<file path="src/rtl/bcd_conv_arbiter.sv">
// bcd_conv_arbiter: round-robin shared 8-bit binary to BCD converter (shift-add-3)
module bcd_conv_arbiter #(
    parameter int NREQ = 4
) (
    input  logic              clk,
    input  logic              rst,
    input  logic [NREQ-1:0]   req,
    input  logic [8*NREQ-1:0] bin_in,
    input  logic              en_time,
    output logic [NREQ-1:0]   ack,
    output logic              busy,
    output logic              done,
    output logic [2:0]        done_id,
    output logic [3:0]        hun,
    output logic [3:0]        ten,
    output logic [3:0]        one
);
    typedef enum logic [1:0] {IDLE, SHIFT, DONE} state_t;
    state_t state, state_n;
    logic [7:0] sr;
    logic [3:0] d_h, d_t, d_o, h3, t3, o3;
    logic [2:0] cnt, last, gid, g, idx;
    logic [NREQ-1:0] rs;
    always_comb begin
        g = '0;
        idx = '0;
        rs = '0;
        for (int k = NREQ; k >= 1; k--) begin
            idx = 3'((int'(last) + k) % NREQ);
            rs = req >> idx;
            g = rs[0] ? idx : g;
        end
        g = (en_time && req[0]) ? 3'd0 : g;
    end
    always_comb begin
        h3 = d_h >= 4'd5 ? d_h + 4'd3 : d_h;
        t3 = d_t >= 4'd5 ? d_t + 4'd3 : d_t;
        o3 = d_o >= 4'd5 ? d_o + 4'd3 : d_o;
        state_n = state == IDLE  ? (|req ? SHIFT : IDLE) :
                  state == SHIFT ? (cnt == 3'd7 ? DONE : SHIFT) : IDLE;
    end
    assign busy = state != IDLE;
    always_ff @(posedge clk) begin
        if (rst) begin
            state <= IDLE;
            ack <= '0;
            done <= 1'b0;
            done_id <= '0;
            hun <= '0;
            ten <= '0;
            one <= '0;
            sr <= '0;
            d_h <= '0;
            d_t <= '0;
            d_o <= '0;
            cnt <= '0;
            gid <= '0;
            last <= 3'(NREQ - 1);
        end else begin
            state <= state_n;
            ack <= '0;
            done <= 1'b0;
            if (state == IDLE && |req) begin
                ack <= NREQ'(1) << g;
                sr <= 8'(bin_in >> {g, 3'b000});
                d_h <= '0;
                d_t <= '0;
                d_o <= '0;
                cnt <= '0;
                gid <= g;
                last <= g;
            end
            if (state == SHIFT) begin
                {d_h, d_t, d_o, sr} <= {h3, t3, o3, sr} << 1;
                cnt <= cnt + 3'd1;
            end
            if (state == DONE) begin
                hun <= d_h;
                ten <= d_t;
                one <= d_o;
                done <= 1'b1;
                done_id <= gid;
            end
        end
    end
endmodule

</file>
<file path="config.mk">
export PLATFORM = sky130hd
export DESIGN_NAME = bcd_conv_arbiter
export DESIGN_NICKNAME = d
export VERILOG_FILES = /design/src/rtl/bcd_conv_arbiter.sv
export SDC_FILE = /design/constraint.sdc
export NUM_CORES = 1
export LEC_CHECK = 0
export CORE_ASPECT_RATIO = 1.75
export CORE_MARGIN = 2
export CORE_UTILIZATION = 44
export CTS_CLUSTER_SIZE = 16
export DETAILED_ROUTE_END_ITERATION = 6
export HOLD_SLACK_MARGIN = 0.1
export MAX_ROUTING_LAYER = met4
export PLACE_DENSITY = 0.83
export SYNTH_ARGS = -nofsm -noshare
export SYNTH_HDL_FRONTEND = slang
export SYNTH_SLANG_ARGS = --single-unit
</file>
<file path="constraint.sdc">
create_clock -name clk -period 1.5 [get_ports clk]
set_input_delay 0.3 -clock clk [delete_from_list [all_inputs] [get_ports clk]]
set_output_delay 0.3 -clock clk [all_outputs]
set_load 0.01 [all_outputs]
</file>
==> flow_summary.toml <==
[setup_path]
startpoint_class_of_the_critical_path = "flip-flop"
critPathLaunch = "state[0]"
setup.worst_path.end_class = "flip-flop"
worst_r2r_endpoint = "sr[2]"
worstReg2RegStart = "state[0]"
arrival_ns = 1.73
required_ns = 1.72
path_class = "reg2reg"
worstRegToRegCells = 6
rrSetupSlack_ns = -0.009
cp_max_fo = 8

[clocking]
clk_transition_reported_paths_ns = 0.09
htree_num_levels = 2
tritoncts = "done"
root_buffer = "clkbuf_8"
numCtsBuffers = 5
clock_path_buffers = 2
clock_insertion_delay_worst_skew_ns = 0.30
clock_sinks = 48

[global_routing]
grt_util_all_layers_pct = 24.3
globalRouteMet1Util_pct = 24.4
globalRouteMet3Util_pct = 3.90
number_of_global_route_vias_before_repair = 2343
grt_use_met2_pct = 41.9
grt_overflow_total = 0
grt_pass1_wl_um = 10700
grt.busiest_layer = "met2"
grt_antenna_before_repair = 0
grt_start_max_net_pins = 17

[synthesis]
postSynthAreaPerCell_um2 = 8.61
synth_common_cells = "48 x dfxtp_1, 44 x nand2_1, 27 x a21oi_1"
yosysTopAreaCellShare_pct = 41.8
synth-async-reset-ratio_pct = 0
synth_area_leaders = "dfxtp_1 42%, nand2_1 7.2%, mux2i_1 7.0%"
synth-xor-area-share_pct = 1.52
portion_of_netlist_area_occupied_by_mux_cells_pct = 6.97
yosysSeqAreaShare_pct = 41.8
synthesis.area_um2 = 2300
postSynth.topFlopCell = "dfxtp_1"
synth_enable_flop_cells = 0
syn_inst = 267
synthesis.yosys.warnings = 0
synth_top_family_by_area = "simple AND/OR/NAND/NOR gates"
yosysMostFrequentCell = "dfxtp_1"
synth-compound-area-share_pct = 20.1
postSynthNetCount = 314
post_synth_and_or_nand_nor_area_fraction_pct = 20.5
synth-seq-cells = 48
yosys.area_share.adder_pct = 4.35
post-synth-top-area-cell = "dfxtp_1"
synth.distinct_cells = 43

[min_path]
hold_class = "reg2reg"
hp-start = "one[2]"
whs_path_depth = 2
worst_hold_path.endpoint = "one[2]"

[floorplan]
core_rows = 34
dieArea_um2 = 5840
core_region_area_um2 = 5020
ioPinCount = 60
start_util_pct = 45.8
die-height_um = 99.6
overall_die_width_um = 58.6

[status]
run_status = "finished, violations left"
failed_checks = "DRC, setup timing"

[timing]
clock.fmax_mhz = 663
final_min_period_over_clock_period_pct = 101
fin_worst_skew_ns = 0.00563
rsz0062_at_grt = "yes"
finalWorstSetupSlack_ns = -0.00909
finalMaxSlewViolations = 0
final_hold_violation_count = 0
finalSetupViolCount = 1
period_minus_slack_ns = 1.51

[routing]
via_per_inst = 5.74
antenna_left = 0
num_vias = 2329
initial_drc_count = 54
routed_wire_length_per_instance_um = 16.4
finalWirelength_um = 6670
detail_route.drc_violations = 1
first_pass_iters = 6

[cells_and_area]
num_antenna_cells = 0
layout_area_growth_over_synthesis_pct = 49.5
fin_util_pct = 68.4
post_route_cells_drive_above_1_share_pct = 21.0
final_net_count = 399
finalInstanceArea_um2 = 3440

[placement]
final_gp_congestion = 0.787
port-buffer-count = 58
place_area_um2 = 3090
hpwlAfterDp_um = 4220

[power]
post_route_total_power_mw = 3.10
cellPowerDensity_nw_per_um2 = 901
vdd.ir_drop.worst_uv = 596
power.leakage_nw = 1.48

[flow_run]
max_cap_viol_count = 0
[critical path, stage by stage (launching register included)]
cell	delay [ns]
dfxtp_2	0.36
buf_4	0.15
nor2b_1	0.36
buf_4	0.23
nand2_1	0.10
a21o_1	0.18
o221ai_1	0.06
[metal layers]
| metal | share of wire, % | vias to the layer above |
|---|---|---|
| met5 | 0 | - |
| met4 | 5.8 | 0 |
| met3 | 3.5 | 34 |
| met2 | 54 | 81 |
| met1 | 36 | 1113 |
| li1 | - | 1101 |
[report_power, final]
part	leakage, nW	internal, mW	switching, mW
Sequential	0.392	1.33	0.0496
Clock	0.0642	0.656	0.420
Combinational	1.02	0.352	0.284
Total	1.48	2.34	0.753
[cell families after synthesis]
group                      Yosys count
muxes                               16
and+or+nand+nor                     98
other                                1
adders and majority gates            8
AOI/OAI and AO/OA                   70
DFF                                 48
buffers and inverters               22
xor gates and xnor gates             4
[metrics by stage]
| stage | instances | setup TNS, ns | setup WS (ns) | hold slack, ns |
|---|---|---|---|---|
| after floorplan | 267 | 0 | 0.0113 | 0.432 |
| after global placement | 392 | -14.65 | -0.542 | 0.441 |
| after detailed placement | 392 | -15.85 | -0.603 | 0.448 |
| after CTS | 405 | -0.0254 | -0.0232 | 0.457 |
| after global routing | 406 | -0.455 | -0.0868 | 0.484 |
| final | 406 | -0.00909 | -0.00909 | 0.456 |
[layout make-up]
class                           instances  area, um^2
Multi-Input combinational cell        198        1360
Clock inverter                          2        60.1
Timing Repair Buffer                   91         880
Tap cell                               54        67.6
Fill cell                             380        1580
Sequential cell                        48         972
Clock buffer                            5        68.8
Inverter                                8        30.0
[sequential cells by signal (all words and copies together) (netlist names), 3 cells and up]
name and count:
ten 4, hun 4, ack 4, d_o 4, sr 8, one 4
d_h 4, cnt 3, d_t 4
[timing repair]
action,CTS,global route
setup endpoints to repair,33,34
endpoints found under the hold margin,0,0
pin swaps,5,12
buffers inserted,3,3
resized for setup,30,30
hold buffers,0,0
gates cloned,3,0
[cell usage in the layout (no fill, tap or decap), types with 7 or more instances in the layout]
master / netlist / layout
o221ai_1: 7 / 7
o21ai_0: 9 / 8
buf_4: 1 / 26
a22o_1: 9 / 9
mux2i_1: 16 / 12
nand2b_1: 8 / 8
ha_1: 8 / 8
a21oi_1: 27 / 23
nand2_1: 44 / 43
nor2_1: 13 / 11
clkdlybuf4s50_1: 0 / 46
nand3_1: 10 / 9
inv_1: 8 / 8
dfxtp_1: 48 / 41
dlymetal6s2s_1: 0 / 7
[how the worst max path moves through the flow]
stage / to / slack [ns] / depth (start not counted)
finish: sr[2] / -0.009 / 6
detailed placement: cnt[2] / -0.60 / 5
floorplan: sr[4] / 0.01 / 6
global route: sr[6] / -0.09 / 6
CTS: sr[4] / -0.02 / 7
global placement: d_t[2] / -0.54 / 5
No activity file was read; power rests on OpenSTA's default activity.
